<file path="config.mk">
export PLATFORM = sky130hd
export DESIGN_NAME = sccb_req_arbiter
export DESIGN_NICKNAME = d
export VERILOG_FILES = /design/src/rtl/sccb_req_arbiter.sv
export SDC_FILE = /design/constraint.sdc
export NUM_CORES = 1
export LEC_CHECK = 0
export ABC_CLOCK_PERIOD_IN_PS = 2720
export BUFFER_PORTS_ARGS = -buffer_cell sky130_fd_sc_hd__buf_2
export CORE_ASPECT_RATIO = 1.75
export CORE_UTILIZATION = 50
export CTS_CLUSTER_DIAMETER = 60
export CTS_CLUSTER_SIZE = 30
export DETAILED_ROUTE_END_ITERATION = 8
export PLACE_DENSITY = 0.74
export SETUP_SLACK_MARGIN = 0.5
export SYNTH_ARGS = -nofsm -noshare
export SYNTH_HDL_FRONTEND = slang
export SYNTH_SLANG_ARGS = --single-unit
</file>
<file path="constraint.sdc">
create_clock -name sys_clk -period 2.72 [get_ports sys_clk]
set_input_delay 0.408 -clock sys_clk [delete_from_list [all_inputs] [get_ports sys_clk]]
set_output_delay 0.408 -clock sys_clk [all_outputs]
set_load 0.05 [all_outputs]
</file>
<file path="src/rtl/sccb_req_arbiter.sv">
// Round-robin arbiter that serialises 24-bit register writes from several
// requesters onto one SCCB/I2C master, with guard and soft-reset settle delays.
module sccb_req_arbiter #(
  parameter int          NUM_REQ       = 3,
  parameter logic [19:0] GUARD_CYC     = 20'd100,
  parameter logic [19:0] RESET_DLY_CYC = 20'd120000,
  parameter logic [19:0] TIMEOUT_CYC   = 20'd500000
) (
  input  logic                   sys_clk,
  input  logic                   sys_rst_n,
  input  logic [NUM_REQ-1:0]     req,
  input  logic [24*NUM_REQ-1:0]  req_data,
  output logic [NUM_REQ-1:0]     gnt,
  output logic [NUM_REQ-1:0]     ack,
  output logic [NUM_REQ-1:0]     err,
  output logic                   i2c_start,
  output logic [23:0]            i2c_data,
  input  logic                   i2c_end,
  output logic                   busy
);

  localparam int PTR_W = $clog2(NUM_REQ);

  localparam logic [1:0] IDLE     = 2'd0;
  localparam logic [1:0] ISSUE    = 2'd1;
  localparam logic [1:0] WAIT_END = 2'd2;
  localparam logic [1:0] HOLD     = 2'd3;

  logic [1:0]         state;
  logic [PTR_W-1:0]   rr_ptr;
  logic [PTR_W-1:0]   winner;
  logic               win_found;
  logic [19:0]        hold_cnt;
  logic [19:0]        to_cnt;
  logic               soft_rst_wr;
  logic [23:0]        slot [NUM_REQ];
  logic [NUM_REQ-1:0] win_onehot;

  for (genvar g = 0; g < NUM_REQ; g++) begin : g_slot
    assign slot[g] = req_data[24*g +: 24];
  end

  // A write of 0x3008 with bit 7 set is the sensor software reset and needs a long settle.
  assign soft_rst_wr = (i2c_data[23:8] == 16'h3008) && i2c_data[7];
  assign win_onehot  = {{(NUM_REQ-1){1'b0}}, 1'b1} << winner;

  // Search upward from the slot after the last winner, wrapping around.
  always_comb begin
    logic [PTR_W-1:0] idx;
    logic             hit;
    winner    = rr_ptr;
    win_found = 1'b0;
    idx       = '0;
    hit       = 1'b0;
    for (int k = 1; k <= NUM_REQ; k++) begin
      idx       = PTR_W'((int'(rr_ptr) + k) % NUM_REQ);
      hit       = !win_found && req[idx];
      winner    = hit ? idx : winner;
      win_found = win_found | hit;
    end
  end

  // Transaction sequencer; every output is a flop.
  always_ff @(posedge sys_clk or negedge sys_rst_n) begin
    if (!sys_rst_n) begin
      state     <= IDLE;
      rr_ptr    <= PTR_W'(NUM_REQ - 1);
      hold_cnt  <= 20'd0;
      to_cnt    <= 20'd0;
      gnt       <= '0;
      ack       <= '0;
      err       <= '0;
      i2c_start <= 1'b0;
      i2c_data  <= 24'h0;
      busy      <= 1'b0;
    end else begin
      ack       <= '0;
      err       <= '0;
      i2c_start <= 1'b0;
      case (state)
        IDLE: begin
          if (win_found) begin
            gnt       <= win_onehot;
            i2c_data  <= slot[winner];
            i2c_start <= 1'b1;
            rr_ptr    <= winner;
            busy      <= 1'b1;
            state     <= ISSUE;
          end else begin
            state <= IDLE;
          end
        end
        ISSUE: begin
          to_cnt <= 20'd0;
          state  <= WAIT_END;
        end
        WAIT_END: begin
          // Completion wins over a timeout landing on the same cycle.
          if (i2c_end) begin
            ack      <= gnt;
            gnt      <= '0;
            hold_cnt <= soft_rst_wr ? RESET_DLY_CYC : GUARD_CYC;
            state    <= HOLD;
          end else if (to_cnt == TIMEOUT_CYC - 20'd1) begin
            err      <= gnt;
            gnt      <= '0;
            hold_cnt <= GUARD_CYC;
            state    <= HOLD;
          end else begin
            to_cnt <= to_cnt + 20'd1;
          end
        end
        HOLD: begin
          hold_cnt <= hold_cnt - 20'd1;
          if (hold_cnt == 20'd1) begin
            busy  <= 1'b0;
            state <= IDLE;
          end else begin
            state <= HOLD;
          end
        end
        default: begin
          gnt   <= '0;
          busy  <= 1'b0;
          state <= IDLE;
        end
      endcase
    end
  end

endmodule

</file>
Word-level counts from Yosys, hierarchy flattened
Cells that the tools add are included.
{"block": "totals", "ff_bits": 79, "inputBits": 78, "output_inout_bits": 35, "word_cells": 90}
{"block": "op_classes", "add_sub_neg": 5, "div_mod_pow": 3, "order_cmp": 4, "eq_ne": 11, "shifts": 1, "muxes": 38, "bitwise_logic": 3, "n_reduce_logical": 15}
{"cell": "remainder unit 32 x 3 -> 32 bit, second input constant", "n": 3}
{"cell": "two-way mux 20 bit", "n": 4}
{"cell": "case mux 20 bit (2 select lines)", "n": 2}
{"cell": "binary-select mux 24 bit (select 2 bit)", "n": 1}
{"cell": "two-way mux 24 bit", "n": 2}
{"cell": "two-way mux 3 bit", "n": 8}
{"cell": "adder 20 x 1 -> 20 bit, second input constant", "n": 1}
{"cell": "equality test 20 x 1 -> 1 bit, second input constant", "n": 1}
{"cell": "equality test 20 x 19 -> 1 bit, second input constant", "n": 1}
{"cell": "subtractor 20 x 1 -> 20 bit, second input constant", "n": 1}
{"cell": "two-way mux 17 bit", "n": 1}
{"cell": "equality test 16 x 14 -> 1 bit, second input constant", "n": 1}
{"cell": "two-way mux 2 bit", "n": 6}
{"cell": "less-than comparator 2 x 3 -> 1 bit, second input constant", "n": 3}
{"cell": "AND reduction 3 bit", "n": 3}
{"cell": "two-way mux 1 bit", "n": 8}
{"cell": "inequality test 2 bit, second input constant", "n": 4}
{"cell": "case mux 2 bit (4 select lines)", "n": 1}
{"cell": "nonzero test 2 bit", "n": 4}
{"cell": "adder 2 x 2 -> 3 bit, second input constant", "n": 2}
{"cell": "binary-select mux 1 bit (select 2 bit)", "n": 3}
{"cell": "case mux 3 bit (2 select lines)", "n": 1}
{"cell": "equality test 2 bit, second input constant", "n": 2}
{"cell": "AND reduction 2 bit", "n": 2}
{"cell": "11 further kinds", "n": 15}

Longest topological paths before layout
Gate-level depths: netlist of the first run.
{"block": "depth", "depth_word": 14, "depth_mapped": 11, "depth_no_buf": 8}

Worst setup path after synthesis of the first run
No wires, ideal clock.
{"block": "synth_timing", "path_type": "register to register", "from": "reg rr_ptr[1]", "to": "reg i2c_data[14]", "setup_time_ns": 0.138, "arrival_ns": 2.455, "t_required_ns": 2.582, "path_slack_ns": 0.127, "stages_incl_launch_ff": 11, "path_buffers": 3, "synth_period_minus_slack_ns": 2.593, "cell_sequence": "dfstp_2 ha_1 clkbuf_1 or3_1 a21oi_1 a2111o_1 clkbuf_1 inv_2 o21ai_1 clkbuf_1 o211ai_1"}
{"block": "synth_between", "elab_chain_len": 14, "word_cells_on_any_way": 26, "classes_between": "add/sub: 3; div: 3; mux: 12; bitwise: 3; reduce/logical: 5"}
{"item": "from (decl)", "line_no": "30", "text": "logic [PTR_W-1:0] rr_ptr;"}
{"item": "from (signal assigned)", "line_no": "67", "text": "rr_ptr <= PTR_W'(NUM_REQ - 1);"}
{"item": "from (signal assigned)", "line_no": "86", "text": "rr_ptr <= winner;"}
{"item": "adder 2 x 1 -> 3 bit", "line_no": "56", "text": "idx = PTR_W'((int'(rr_ptr) + k) % NUM_REQ);"}
{"item": "remainder unit 32 x 3 -> 32 bit", "line_no": "56"}
{"item": "binary-select mux 1 bit (select 2 bit)", "line_no": "57", "text": "hit = !win_found && req[idx];"}
{"item": "two-way mux 1 bit (implied by the code)", "line_no": "57"}
{"item": "logical NOT 1 bit", "line_no": "57"}
{"item": "logical AND 1 bit", "line_no": "57"}
{"item": "OR 1 bit", "line_no": "59", "text": "win_found = win_found | hit;"}
{"item": "logical NOT 1 bit", "line_no": "57"}
{"item": "logical AND 1 bit", "line_no": "57"}
{"item": "two-way mux 2 bit", "line_no": "58", "text": "winner = hit ? idx : winner;"}
{"item": "inverter 2 -> 3 bit (implied by the code)", "line_no": "84", "text": "i2c_data <= slot[winner];"}
{"item": "binary-select mux 24 bit (select 2 bit)", "line_no": "84"}
{"item": "two-way mux 24 bit (implied by the code) (2 in series)", "line_no": "84"}
{"item": "to (signal assigned)", "line_no": "84"}
{"item": "to (decl)", "line_no": "17", "text": "output logic [23:0] i2c_data,"}
Several ways; a longest one is shown, not always the timed one. The select of a mux whose other input is x is not followed.
A chain may end at the register's enable or synchronous reset.

Worst setup path in the final report of the first run
{"block": "layout_timing", "from": "reg rr_ptr[1]", "to": "reg i2c_data[22]"}
Same word-level chain as after synthesis.

==> results of run 1 <==
state kept, by name, summed over array words and instances, names as in the netlist:
name / count
state: 2
busy: 1
hold_cnt: 20
i2c_data: 24
to_cnt: 20
gnt: 3
i2c_start: 1
rr_ptr: 2
ack: 3
err: 3
kinds of logic (layout without fill, tap and decap cells):
group,Yosys count,in the layout,synth area share [%]
AOI/OAI and AO/OA,182,186,25.1
xor gates and xnor gates,3,3,0.521
adders and majority gates,6,6,1.44
buffers and inverters,84,239,6.83
DFF,79,79,39.3
muxes,11,11,2.23
and+or+nand+nor,235,235,24.7
timing repair:
item                       in CTS  in global routing
setup buffers                  30                 13
setup endpoints to repair      57                 68
cloned                         10                  4
pin swaps                      45                 31
gates resized for setup        76                 57
final cells by class:
class                      count  area (µm²)  share of cell area, %
multi-input combinational    441        3350                   45.1
sequential                    79        1980                   26.6
timing repair buffer         188        1540                   20.7
clock buffer                  11         233                   3.13
tap                          125         156                   2.10
inverter                      35         139                   1.87
clock inverter                 5        35.0                  0.471
metrics by stage:
step | utilization [%] | worst slack, ps | hold slack (ps)
final | 75.5 | 218 | 61.7
after global routing | 75.5 | 180 | 106
after CTS | 70.9 | 317 | 90.8
after detailed placement | 59.9 | -12.9 | 449
after global placement | 59.9 | 121 | 438
after floorplan | - | 397 | 112
final timing paths:
path / from / end / slack, ps / cells past startpoint
max in group asynchronous: sys_rst_n / rr_ptr[1]$_DFFE_PN1P_ / 1900 / 2
worst min register to register: to_cnt[18]$_DFFE_PN0P_ / to_cnt[18]$_DFFE_PN0P_ / 490 / 1
min in group sys_clk: req_data[33] / i2c_data[9]$_DFFE_PN0P_ / 340 / 3
worst min-delay path: sys_rst_n / to_cnt[15]$_DFFE_PN0P_ / 60 / 1
worst max register to register: rr_ptr[1]$_DFFE_PN1P_ / i2c_data[22]$_DFFE_PN0P_ / 220 / 12
worst max-delay path: rr_ptr[1]$_DFFE_PN1P_ / i2c_data[22]$_DFFE_PN0P_ / 220 / 12
metal layers:
metal  wire, µm  global-route usage (%)  part of all wire, %
met1       6280                    34.9                   33
met2      10200                    62.8                   54
met3       1100                    4.93                  5.8
met4       1280                    24.9                  6.8
met5          0                       0                    0
layout by cell type, fill, tap and decap left out, types with 5 or more instances in the layout:
cell,Yosys,routed
o21ai_2,0,5
o211ai_1,25,25
nor2_1,29,27
a211oi_1,49,25
a211oi_2,0,23
nor3_1,17,13
nand2_2,0,5
nand2_1,58,50
nand3_1,25,18
a21o_1,8,7
a21oi_2,1,8
a21oi_1,37,29
and2_1,8,8
clkbuf_16,0,12
buf_12,0,13
mux2i_1,9,9
nand4_1,33,33
and3_1,27,26
inv_1,34,33
o21ai_0,18,14
buf_6,2,15
dfrtp_1,78,77
buf_16,0,6
buf_4,1,37
buf_2,8,112
o21ai_4,0,5
power breakdown:
group / total (mW) / internal [mW] / switching [mW]
logic: 3.14 / 1.15 / 1.99
clock network: 1.13 / 0.619 / 0.508
registers: 1.87 / 1.50 / 0.374
critical path, delay by kind of cell (launching register included):
| family | cells | cell delay (ps) |
|---|---|---|
| fa+ha+maj | 1 | 180 |
| simple gates | 2 | 430 |
| compound gates | 3 | 490 |
| flops | 1 | 610 |
| buf+inv | 6 | 630 |
==> reports/metrics.csv, run 1 <==
metric;value;unit
run status;complete, no violations;
Clk Latency, worst-skew pair;340;ps
crit-path max cell delay;610;ps
Placed Cells;811;
Starting Density;51.2;%
most common cell in the netlist;dfrtp_1;
# setup viols final;0;
Max Freq;400;MHz
Peak VDD IR;0.000690;V
commonest cells in the netlist;78 x dfrtp_1, 58 x nand2_1, 49 x a211oi_1;
slew margin rel.;59.2;%
final slew viol count;0;
Critical Path Start Type;flop;
top cell type's share of synthesized area;38.7;%
DRC violations left;0;
CP max FO;7;
# IOs;113;
Slew @ Worst Pin;612;ps
Netlist cell types;61;
WP data arrival;2700;ps
Synth Register Bits;79;
largest cells by area after synthesis;dfrtp_1 39%, a211oi_1 7.3%, nand2_1 4.3%;
CP Capture Type;flop;
fin crit share;92.0;%
syn_nets;683;
Area Growth Syn to Fin;47.5;%
Die W;77.9;µm
slowest CP cell;dfstp_2;
max-cap viol count;0;
drt pass-1 iters;5;
chip height;135;µm
Final min period;2500;ps
post-route ant nets;0;
Final #Nets;837;
Post-synth ARST share;100;%
total grt overflow;0;
final hold vios;0;
number of buffers created by CTS;9;
post-route cell area;7430;µm²
RSZ-0062 raised after global routing;yes;
share of cells above drive strength 1;40.6;%
Core Footprint;9850;µm²
hold buffer count at CTS;0;
Root Buffer;clkbuf_16;
Ant. Diodes;0;
Pwr Total;6.15;mW
Avg Inst Size Synth;8.40;µm²
top cell type by total area after synthesis;dfrtp_1;
number of fillers in the final layout;675;
Hold Crit Class;input pin to async pin;
largest net degree at the start of global routing;51;
std cell rows;48;
LEAKAGE;3.33;nW
Post-Route WL;18900;µm
YS warnings;0;
Synth Cell Area;5040;µm²
DP Area;5900;µm²
initial antenna violation count;0;
Post-Route Setup TNS;0;ps
placer congestion estimate;0.907;
Via Count;5810;
Detail Placement HPWL;10600;µm
first-pass GRT wire length;27900;µm
clk_skew;6.87;ps
post-synthesis sequential area ratio;39.3;%
# port buffers;112;
H-Tree Depth;3;
pwr dens;827;nW/µm²
critical path class;flop to flop;
Post-synth EDFFs;0;
worst path required time;2910;ps
CTS tree;built;
DR WL/cell;21.3;µm
most common flop cell mapped by yosys;dfrtp_1;
die area;10500;µm²
Iteration-0 DRC Markers;531;
Most common cell on crit path;buf_12;
gr usage total;34.3;%
critical-path cell list;inv_4 -> ha_4 -> buf_6 -> or3_4 -> a21oi_2 -> a2111o_1 -> inv_6 -> buf_12 -> buf_12 -> buf_16 -> nand4_1 -> o211ai_1;
vias in the first global route;5734;
vias per cell;6.57;
# clock sinks;79;
Worst-path clk slew;60;ps
maximum root-to-sink buffer count;2;
Non-Filler Instances;884;
synthesized netlist cell count;600;
(Power assumes the default switching activity.)
==> run 2: changes to the inputs <==
- SETUP_SLACK_MARGIN: 0.5 -> 0.15
==> run 2 against run 1 <==
Routed wire length is 25% lower. Non-clock buffer count is 46 lower. Clock power is 11% higher. Critical path depth is 6 lower. Critical path type unchanged. Register-to-register slack hardly changed. Design area is 17% lower. Worst setup slack better by 12 ps. Sequential power hardly changed.
==> reports/metrics.csv, run 2 (synthesized netlist as in run 1, its figures left out) <==
metric;value;unit;change
area of the multi-input gates;2750;µm²;-18%
Hold Crit Class;input pin to async pin;;
number of fillers in the final layout;856;;+27%
chip height;135;µm;unchanged
largest reg by FF count;i2c_data;;
Core Footprint;9850;µm²;unchanged
FF+latch area;1980;µm²;unchanged
slew margin rel.;53.2;%;-6.0 points
Max Freq;402;MHz;+0.47%
Root Buffer;clkbuf_16;;
total grt overflow;0;;unchanged
Final #Nets;787;;-6.0%
maximum root-to-sink buffer count;2;;unchanged
Peak VDD IR;0.000649;V;-5.8%
placer congestion estimate;0.886;;-2.3%
worst path required time;2980;ps;+70 ps
final slew viol count;0;;unchanged
critical path class;flop to flop;;
max FFs per register;24;;unchanged
Slew @ Worst Pin;696;ps;+83.8 ps
Reg2Reg Setup Slack;230;ps;about the same
pre-CTS WS;217;ps;+230 ps
largest net degree at the start of global routing;80;;+57%
run status;complete, no violations;;
number of buffers created by CTS;9;;unchanged
most frequent cells in the layout;111 x buf_2, 77 x dfrtp_1, 58 x nand2_1;;
LEAKAGE;2.88;nW;-13%
worst r2r dst;hold_cnt[12]$_DFFE_PN0P_;;
final hold vios;0;;unchanged
R2R cell count;6;;-6
RSZ-0062 raised after global routing;yes;;
DRC violations left;0;;unchanged
# IOs;113;;unchanged
Ant. Diodes;0;;unchanged
clk_skew;6.21;ps;-0.662 ps
Post-Route Setup TNS;0;ps;unchanged
# setup viols final;0;;unchanged
die area;10500;µm²;unchanged
Critical Path Start Type;flop;;
Die W;77.9;µm;unchanged
hold buffer count at CTS;0;;unchanged
first-pass GRT wire length;23100;µm;-17%
biggest regs;i2c_data: 24 flops, hold_cnt: 20 flops, to_cnt: 20 flops;;
gr usage total;27.8;%;-6.5 points
Final min period;2490;ps;-11.6 ps
Pwr Total;5.51;mW;-10%
Area Growth Syn to Fin;22.2;%;
Detail Placement HPWL;10200;µm;-4.4%
post-layout util;62.6;%;-13 points
fin crit share;91.6;%;-0.43 points
DR WL/cell;17.0;µm;-20%
WP data arrival;2750;ps;+50 ps
CP Capture Type;flop;;
max-cap viol count;0;;unchanged
initial antenna violation count;0;;unchanged
std cell rows;48;;unchanged
# port buffers;112;;unchanged
CP max FO;8;;+1
vias per cell;6.20;;-5.7%
Via Count;5171;;-11%
pwr dens;895;nW/µm²;+8.3%
drt pass-1 iters;5;;unchanged
most common cell after layout, fill and taps aside;buf_2;;
final setup margin;230;ps;+11.6 ps
Post-Route WL;14200;µm;-25%
share of cells above drive strength 1;25.5;%;-15 points
H-Tree Depth;3;;unchanged
vias in the first global route;5053;;-12%
Clk Latency, worst-skew pair;340;ps;about the same
worst r2r src;to_cnt[5]$_DFFE_PN0P_;;
# clock sinks;79;;unchanged
Worst-path clk slew;60;ps;about the same
Setup crit start;to_cnt[5]$_DFFE_PN0P_;;
post-route ant nets;0;;unchanged
Starting Density;51.2;%;unchanged
Iteration-0 DRC Markers;433;;-18%
CTS tree;built;;
## run 2: cell types whose count changed in the layout (fill, tap and decap cells not counted), sizes merged
| cell | delta |
|---|---|
| bufinv | +1 |
| o21ai | -3 |
| buf | -43 |
| clkinvlp | -1 |
| clkinv | -2 |
| o211a | -1 |
| clkbuf | -1 |
## run 2: metrics by stage
stage	hold WS, ps	area [µm²]	cells
3_5_place_dp	466	5790	813
5_1_grt	123	6160	834
6_report	92.3	6160	834
3_3_place_gp	460	5790	813
4_1_cts	110	6100	829
2_1_floorplan	112	5040	600
## run 2: per-layer routing
| layer | GRT usage (%) | up-vias | part of all wire [%] |
|---|---|---|---|
| li1 | - | 2462 | - |
| met1 | 30.0 | 2459 | 38 |
| met2 | 50.8 | 205 | 54 |
| met3 | 4.12 | 45 | 4.6 |
| met4 | 16.3 | 0 | 3.7 |
| met5 | 0 | - | 0 |
## run 2: worst max-delay path, cell delays in order (launching register included)
cell	delay [ps]
dfrtp_2	420
or4b_4	550
or4_4	610
o31ai_4	390
buf_4	220
a21oi_1	60
nor3_1	160
## run 2: how the worst max path moves through the flow
| stage | end | slack, ps | depth (start not counted) |
|---|---|---|---|
| final | hold_cnt[12]$_DFFE_PN0P_ | 230 | 6 |
| after global routing | hold_cnt[12]$_DFFE_PN0P_ | 140 | 6 |
| after CTS | i2c_data[17]$_DFFE_PN0P_ | 200 | 9 |
| after detailed placement | hold_cnt[5]$_DFFE_PN0P_ | 220 | 5 |
| after global placement | hold_cnt[12]$_DFFE_PN0P_ | 280 | 6 |
| after floorplan | i2c_data[14]$_DFFE_PN0P_ | 130 | 10 |
## run 2: power by group
| part | switching [mW] | internal, mW |
|---|---|---|
| combinational | 1.62 | 0.810 |
| sequential | 0.334 | 1.50 |
| clock | 0.464 | 0.783 |
| total | 2.42 | 3.09 |
## run 2: timing repair
item,4_1_cts,5_1_grt
setup endpoints to repair,0,28
setup buffers,0,5
resized for setup,0,6
## run 2: layout make-up
class / instances / area share [%]
repair buffers: 142 / 13.5
flip-flops and latches: 79 / 32.1
multi-input cells: 437 / 44.7
inverters: 35 / 2.13
clock buffers: 13 / 4.39
well taps: 125 / 2.54
clock inverters: 3 / 0.650
==> run 3: changes to the inputs <==
- PLACE_DENSITY: 0.74 -> 0.82
==> run 3 against run 2 <==
Sequential share of layout area decreased by 0.072 points. Routed wire length grew 4.2%. Non-clock buffer count is 3 lower. Critical path type unchanged. Global-route usage increased by 0.38 points. Critical endpoint is now hold_cnt[5]$_DFFE_PN0P_. First-iteration DRC count is 5.1% lower.
==> reports/metrics.csv, run 3 (synthesized netlist as in run 1, its figures left out) <==
metric;value;unit;change
maximum root-to-sink buffer count;2;;unchanged
WP buf/inv;1;;unchanged
Non-Filler Instances;831;;-0.36%
Final min period;2540;ps;+46.6 ps
clk_skew;6.47;ps;+0.258 ps
final hold vios;0;;unchanged
P_sw;2.46;mW;+1.5%
die area;10500;µm²;unchanged
CP max FO;10;;+2
Post-Route Setup TNS;0;ps;unchanged
Detail Placement HPWL;10100;µm;-1.0%
Area Growth Syn to Fin;22.4;%;
# port buffers;112;;unchanged
Critical Path Start Type;flop;;
largest reg by FF count;i2c_data;;
vias in the first global route;5097;;+0.87%
fin crit share;93.3;%;+1.7 points
Final #Nets;784;;-0.38%
vias per cell;6.37;;+2.7%
CTS tree;built;;
first-pass GRT wire length;23500;µm;+1.8%
crit-path max cell delay;610;ps;about the same
final slew viol count;0;;unchanged
Internal Power;3.10;mW;+0.31%
slew margin rel.;32.7;%;-20 points
hold buffer count at CTS;0;;unchanged
critical-path cell list;or4b_4 -> or4_4 -> o31ai_4 -> buf_4 -> o21ai_1 -> a211o_1;;
max FFs per register;24;;unchanged
Slew @ Worst Pin;1010;ps;+313 ps
Core Footprint;9850;µm²;unchanged
Clk Latency, worst-skew pair;350;ps;about the same
Hold Crit Class;input pin to async pin;;
clock power share;23.1;%;+0.5 points
post-route ant nets;0;;unchanged
RSZ-0062 raised after global routing;yes;;
Seq pwr share;33.1;%;-0.2 points
Ant. Diodes;0;;unchanged
post-layout util;62.7;%;+0.10 points
Max Freq;394;MHz;-1.8%
LEAKAGE;2.86;nW;-0.69%
Reg2Reg Setup Slack;180;ps;-50 ps
Starting Density;51.2;%;unchanged
post-route cell area;6170;µm²;+0.16%
Peak VDD IR;0.000678;V;+4.4%
Root Buffer;clkbuf_16;;
pwr dens;901;nW/µm²;+0.65%
gr usage total;28.2;%;+0.38 points
Sw Share;44.2;%;+0.28 points
DR WL/cell;17.8;µm;+4.5%
# clock sinks;79;;unchanged
share of cells above drive strength 1;25.5;%;-0.033 points
drt pass-1 iters;5;;unchanged
# setup viols final;0;;unchanged
Fin Hold WS;233;ps;+141 ps
number of buffers created by CTS;9;;unchanged
Via Count;5290;;+2.3%
DP Area;5760;µm²;-0.60%
Gate power share;43.8;%;-0.3 points
most frequent cells in the layout;111 x buf_2, 78 x dfrtp_1, 58 x nand2_1;;
WP data arrival;2770;ps;+20 ps
pre-CTS WS;181;ps;-35.2 ps
critical path class;flop to flop;;
largest net degree at the start of global routing;80;;unchanged
# IOs;113;;unchanged
biggest regs;i2c_data: 24 flops, hold_cnt: 20 flops, to_cnt: 20 flops;;
initial antenna violation count;0;;unchanged
worst path required time;2950;ps;-30 ps
placer congestion estimate;0.916;;+3.4%
max-cap viol count;0;;unchanged
Die W;77.9;µm;unchanged
Pwr Total;5.56;mW;+0.82%
std cell rows;48;;unchanged
Worst-path clk slew;60;ps;about the same
Placed Cells;810;;-0.37%
Iteration-0 DRC Markers;411;;-5.1%
chip height;135;µm;unchanged
Crit path max-delay family;simple AND/OR/NAND/NOR gates;;
DRC violations left;0;;unchanged
CP Capture Type;flop;;
total grt overflow;0;;unchanged
slowest CP cell;or4_4;;
Post-Route WL;14800;µm;+4.2%
most common cell after layout, fill and taps aside;buf_2;;
run status;complete, no violations;;
final setup margin;183;ps;-46.6 ps
H-Tree Depth;3;;unchanged
-- run 3: cell types whose count changed in the layout (fill, tap and decap cells not counted), sizes merged --
cell      change
buf           -3
clkbuf        -3
bufinv        +1
clkinvlp      +2
-- run 3: path summary, 6_finish.rpt --
kind / from / to / cells past startpoint
worst max-delay path: to_cnt[5]$_DFFE_PN0P_ / hold_cnt[5]$_DFFE_PN0P_ / 6
worst min-delay path: sys_rst_n / i2c_data[2]$_DFFE_PN0P_ / 1
worst max register to register: to_cnt[5]$_DFFE_PN0P_ / hold_cnt[5]$_DFFE_PN0P_ / 6
worst min register to register: to_cnt[19]$_DFFE_PN0P_ / to_cnt[19]$_DFFE_PN0P_ / 1
max in group asynchronous: sys_rst_n / state[1]$_DFFE_PN0P_ / 1
min in group sys_clk: req_data[30] / i2c_data[6]$_DFFE_PN0P_ / 3
-- run 3: per-layer routing --
| metal | GRT usage [%] | vias up | share of wire, % |
|---|---|---|---|
| met1 | 31.0 | 2512 | 37 |
| met2 | 50.0 | 260 | 52 |
| met3 | 3.38 | 65 | 6.0 |
| met5 | 0 | - | 0 |
| met4 | 19.5 | 0 | 5.6 |
| li1 | - | 2453 | - |
-- run 3: power by group through the flow --
stage,Combinational [mW],Sequential (mW),Clock (mW)
final,2.43,1.84,1.28
after detailed placement,2.38,1.84,0
after global routing,2.62,1.88,1.34
after global placement,2.32,1.82,0
after CTS,2.39,1.83,1.29
after floorplan,1.22,2.32,0
-- run 3: cell type report --
type | instances | area [µm²]
clock buffer | 10 | 229
clock inverter | 6 | 85.1
fill | 835 | 3680
inverter | 35 | 131
multi-input combinational | 437 | 2770
sequential | 79 | 1980
tap | 125 | 156
timing repair buffer | 139 | 822
-- run 3: timing repair --
| action | CTS | global route |
|---|---|---|
| gates resized for setup | 0 | 22 |
| buffers inserted | 0 | 2 |
| setup endpoints to repair | 0 | 32 |
